**config.mk**
```make
export PLATFORM = sky130hd
export DESIGN_NAME = fifo_stream_reader
export DESIGN_NICKNAME = d
export VERILOG_FILES = /design/src/rtl/fifo_stream_reader.sv
export SDC_FILE = /design/constraint.sdc
export NUM_CORES = 1
export LEC_CHECK = 0
export CORE_MARGIN = 5
export CORE_UTILIZATION = 25
export CTS_CLUSTER_DIAMETER = 150
export CTS_CLUSTER_SIZE = 14
export DETAILED_ROUTE_END_ITERATION = 8
export PLACE_DENSITY_LB_ADDON = 0.12
export SETUP_SLACK_MARGIN = 0.1
export SYNTH_ARGS = -nofsm -noshare
export SYNTH_HDL_FRONTEND = slang
export SYNTH_SLANG_ARGS = --single-unit
```
**constraint.sdc**
```tcl
create_clock -name clk -period 3.81 [get_ports clk]
set_input_delay 0.5715 -clock clk [delete_from_list [all_inputs] [get_ports clk]]
set_output_delay 0.5715 -clock clk [all_outputs]
set_load 0.005 [all_outputs]
```
**src/rtl/fifo_stream_reader.sv**
```systemverilog
// ---------------------------------------------------------------------------
// fifo_stream_reader
//
// Purpose
//   Read-side adapter for shift_register_fifo. It pops the FIFO only when the
//   FIFO reports data and the local buffer has room, so a pop while empty
//   cannot be issued. Popped words are re-presented downstream as a
//   registered valid/ready stream through a 2-entry skid buffer, and every
//   word accepted downstream is counted.
//
// Parameters
//   WIDTH      data width, equal to the FIFO word width
//   CNT_WIDTH  width of the accepted-word counter (wraps modulo 2^CNT_WIDTH)
//
// Ports
//   clk         in   1          single clock, all state on the rising edge
//   rst         in   1          synchronous, active-high reset
//   fifo_empty  in   1          FIFO empty flag
//   fifo_data   in   WIDTH      FIFO head word, meaningful when !fifo_empty
//   fifo_pop    out  1          pop strobe to the FIFO
//   out_valid   out  1          output word valid (registered)
//   out_ready   in   1          downstream accept
//   out_data    out  WIDTH      output word (registered, head buffer entry)
//   flush       in   1          synchronous discard of buffered words
//   xfer_count  out  CNT_WIDTH  number of words accepted downstream
// ---------------------------------------------------------------------------
module fifo_stream_reader #(
    parameter int WIDTH     = 8,
    parameter int CNT_WIDTH = 16
) (
    input  logic                 clk,
    input  logic                 rst,
    input  logic                 fifo_empty,
    input  logic [WIDTH-1:0]     fifo_data,
    output logic                 fifo_pop,
    output logic                 out_valid,
    input  logic                 out_ready,
    output logic [WIDTH-1:0]     out_data,
    input  logic                 flush,
    output logic [CNT_WIDTH-1:0] xfer_count
);

    // Buffer occupancy doubles as the FSM state.
    typedef enum logic [1:0] {
        ZERO = 2'd0,
        ONE  = 2'd1,
        TWO  = 2'd2
    } state_t;

    state_t               state_r;
    state_t               state_nxt_s;
    logic [WIDTH-1:0]     e0_r;
    logic [WIDTH-1:0]     e0_nxt_s;
    logic [WIDTH-1:0]     e1_r;
    logic [WIDTH-1:0]     e1_nxt_s;
    logic                 valid_r;
    logic [CNT_WIDTH-1:0] xfer_r;
    logic                 pop_s;
    logic                 deq_s;

    // Pop decision depends only on reset, flush, the FIFO flag and the local
    // occupancy; out_ready is deliberately kept out of this path so the pop
    // strobe never waits on the downstream consumer combinationally.
    always_comb begin
        pop_s = 1'b0;
        if (!rst && !flush && !fifo_empty && (state_r != TWO)) begin
            pop_s = 1'b1;
        end else begin
            pop_s = 1'b0;
        end
    end

    // A word leaves the buffer when it is presented and accepted.
    always_comb begin
        deq_s = valid_r & out_ready;
    end

    // Next-state and buffer-entry update for every (pop, deq) combination.
    always_comb begin
        state_nxt_s = state_r;
        e0_nxt_s    = e0_r;
        e1_nxt_s    = e1_r;

        case (state_r)
            ZERO: begin
                // Nothing is presented, so only a pop can happen here.
                if (pop_s) begin
                    state_nxt_s = ONE;
                    e0_nxt_s    = fifo_data;
                end else begin
                    state_nxt_s = ZERO;
                end
            end
            ONE: begin
                if (pop_s && deq_s) begin
                    // Head leaves and the freshly popped word replaces it.
                    state_nxt_s = ONE;
                    e0_nxt_s    = fifo_data;
                end else if (pop_s && !deq_s) begin
                    // Head stalls; the popped word parks behind it.
                    state_nxt_s = TWO;
                    e1_nxt_s    = fifo_data;
                end else if (!pop_s && deq_s) begin
                    state_nxt_s = ZERO;
                end else begin
                    state_nxt_s = ONE;
                end
            end
            TWO: begin
                // Full, so no pop; a deq promotes the parked word to head.
                if (deq_s) begin
                    state_nxt_s = ONE;
                    e0_nxt_s    = e1_r;
                end else begin
                    state_nxt_s = TWO;
                end
            end
            default: begin
                state_nxt_s = ZERO;
            end
        endcase

        // Flush drops the buffered words but leaves the head data register
        // alone, so out_data simply holds while invalid.
        if (flush) begin
            state_nxt_s = ZERO;
            e0_nxt_s    = e0_r;
            e1_nxt_s    = e1_r;
        end else begin
            state_nxt_s = state_nxt_s;
        end
    end

    // State, buffer entries and registered valid flag.
    always_ff @(posedge clk) begin
        if (rst) begin
            state_r <= ZERO;
            e0_r    <= {WIDTH{1'b0}};
            e1_r    <= {WIDTH{1'b0}};
            valid_r <= 1'b0;
        end else begin
            state_r <= state_nxt_s;
            e0_r    <= e0_nxt_s;
            e1_r    <= e1_nxt_s;
            valid_r <= (state_nxt_s != ZERO);
        end
    end

    // Accepted-word counter; a deq in a flush cycle still counts because the
    // consumer took the word. Wraps naturally from all-ones to zero.
    always_ff @(posedge clk) begin
        if (rst) begin
            xfer_r <= {CNT_WIDTH{1'b0}};
        end else if (deq_s) begin
            xfer_r <= xfer_r + {{(CNT_WIDTH-1){1'b0}}, 1'b1};
        end else begin
            xfer_r <= xfer_r;
        end
    end

    assign fifo_pop   = pop_s;
    assign out_valid  = valid_r;
    assign out_data   = e0_r;
    assign xfer_count = xfer_r;

endmodule
```
==> reports/results.txt <==
Final setup viols = 0
Die Wd = 90.91 µm
core area = 6350 µm²
post-synthesis cell count = 177
Vias/cell = 4.705
DR WL/cell = 14.11 µm
Final Hold Viols = 0
post-route setup slack = 976.3 ps
clock buffer depth = 2
Syn Nets = 193
RSZ-0062 raised after global routing = no
run status = finished, final reports clean
number of buffers added on ports = 38
DR DRC count = 0
final net count = 230
global-route wire length before repair = 6817 µm
placed wire-length estimate = 2867 µm
DP Cell Count = 284
CTS Buf Count = 5
crit end category = primary output
Worst Hold Class = flop to flop
die area = 8265 µm²
worst skew pair latency = 290 ps
Placer Congestion = 0.6779
Slew HR = 0.6418
Reg area = 700.7 µm²
antenna viol nets, final = 0
number of hold-repair buffers added at the cts stage = 0
leading cell type in the layout, fill and taps excluded = clkdlybuf4s50_1
Worst Hold Path Cells = 2
Post-Layout Cell Count = 292
crit path DAT = 2260 ps
Worst Hold Endpoint = xfer_count[15]
Synth Area in XOR/XNOR = 0.04817
worst slack at placement = 804.5 ps
number of max-cap violations = 0
Rows = 29
reg-to-reg slack, setup = 1760 ps
Simple-Gate Fraction of Synth Area = 0.1995
Multi-input gate area = 854.6 µm²
main combinational cell family by area after synthesis = simple AND/OR/NAND/NOR gates
worst r2r src = state_r[0]
Tot GR Track Use = 0.1031
total grt overflow = 0
post-CTS setup buffers = 0
die height = 90.91 µm
Fill cells = 658
Worst VDD drop = 0.0001804 V
CTS resizes = 0
R2R cell count = 7
H-tree levels = 2
Peak Freq = 352.9 MHz
CTS clk-pin slew, worst paths = 80 ps
I/O pins = 39
Setup TNS = 0 ps
CTS Root Cell = clkbuf_8
adder-cell share of the synthesized area = 0.02294
critical-path maximum fanout = 6
layout cell share with drive strength beyond 1 = 0.07907
fin crit period = 2834 ps
vias in the first global route = 1347
post-synthesis mux area share = 0.09786
Pwr Total = 0.6999 mW
YS warnings = 0
post-synthesis sequential area ratio = 0.4281
vias after detailed routing = 1374
antenna cells = 0
Compound-Gate Fraction of Synth Area = 0.1537
Pre-Repair DR Iteration Count = 4
initial antenna violation count = 0
clk sink count = 35
Synth Register Bits = 35
pin count of the biggest net entering global routing = 37
Worst-Margin Slew = 537.3 ps
CP Data Required Time = 3240 ps
most frequent cells in the layout = clkdlybuf4s50_1, dfxtp_1, nor2_1
reg-to-reg endpoint = e1_r[1]
initial core utilization = 0.2577
crit start category = input port
skew final = 9.731 ps
Post-Syn Area = 1637 µm²
WHS = 478.3 ps
syn avg cell area = 9.246 µm²
CP Launch Point = flush
HP Start = xfer_count[15]
Netlist cell types = 35
Pwr per Cell Area = 325.4 nW/µm²
Layout Area Growth over Synthesis = 31.42%
Setup CP Type = input port to primary output
Max Slew Vio Count = 0
Starting DRT DRC Count = 54
Leak = 0.7981 nW
CTS tree = built
fin crit share = 0.7438
WL final = 4119 µm
[metrics by stage]
stage	instance area [µm²]	util
after detailed placement	2066	0.3253
after floorplan	1637	-
after global placement	2066	0.3253
after global routing	2151	0.3387
final	2151	0.3387
after CTS	2151	0.3387
[registers in the layout, indices dropped and copies added (netlist names)]
register / count
e1_r: 8
out_data: 8
out_valid: 1
state_r: 2
xfer_count: 16
[worst max path at each step]
stage,to,slack [ps],cells past startpoint
floorplan,e1_r[4],1490,9
global placement,e1_r[6],870,8
detailed placement,e1_r[4],800,8
CTS,fifo_pop,960,4
global route,fifo_pop,920,4
finish,fifo_pop,980,4
[kinds of logic after synthesis]
kind of cell,after synthesis
AND/OR/NAND/NOR,63
XOR/XNOR,9
buffers and inverters,16
adder cells (fa/ha/maj),3
multiplexers,16
AO/OA/AOI/OAI,35
flip-flops,35
[worst max-delay path, cell delays in order]
cell and delay (ps):
clkdlybuf4s50_1 500, or3_4 440, nor2_1 200, clkdlybuf4s50_1 550
[per-layer routing]
layer,wire length [µm],up-vias,GRT usage
met1,2062,622,0.1329
met4,49,0,0.03667
li1,-,714,-
met5,0,-,0
met2,1736,32,0.1483
met3,270,6,0.05167
[power by group]
part	switching, mW	total [mW]	internal, mW
registers	0.00447	0.375	0.370
logic	0.0271	0.0567	0.0296
clock network	0.140	0.268	0.128
total	0.172	0.700	0.528
[cells in the mapped netlist, drive strengths merged]
library cell | n | area, µm²
nor3 | 5 | 25.02
nor2 | 21 | 78.83
or4b | 2 | 20.02
nor4 | 3 | 18.77
o41ai | 2 | 17.52
nand3 | 5 | 25.02
a21oi | 16 | 80.08
and4 | 2 | 17.52
clkbuf | 5 | 22.52
dfxtp | 35 | 700.7
a31o | 1 | 8.760
xor2 | 2 | 17.52
or3 | 5 | 36.28
nand2b | 2 | 12.51
o211ai | 1 | 21.27
a31oi | 1 | 6.260
nand3b | 2 | 15.01
ha | 3 | 37.54
buf | 4 | 32.53
a21boi | 1 | 7.510
a211oi | 1 | 7.510
a311oi | 8 | 82.58
xnor2 | 7 | 61.31
inv | 7 | 26.28
nand2 | 10 | 37.54
nand4b | 1 | 8.760
or2 | 3 | 18.77
nand4 | 2 | 12.51
o21ai | 4 | 20.02
mux2i | 16 | 160.2
[layout make-up]
class / instances / share of cell area
Sequential cell: 35 / 0.3258
Tap cell: 77 / 0.04479
Timing Repair Buffer: 39 / 0.1803
Clock inverter: 2 / 0.005817
Clock buffer: 6 / 0.03374
Multi-Input combinational cell: 126 / 0.3973
Inverter: 7 / 0.01222
No activity file was read; power rests on OpenSTA's default activity.
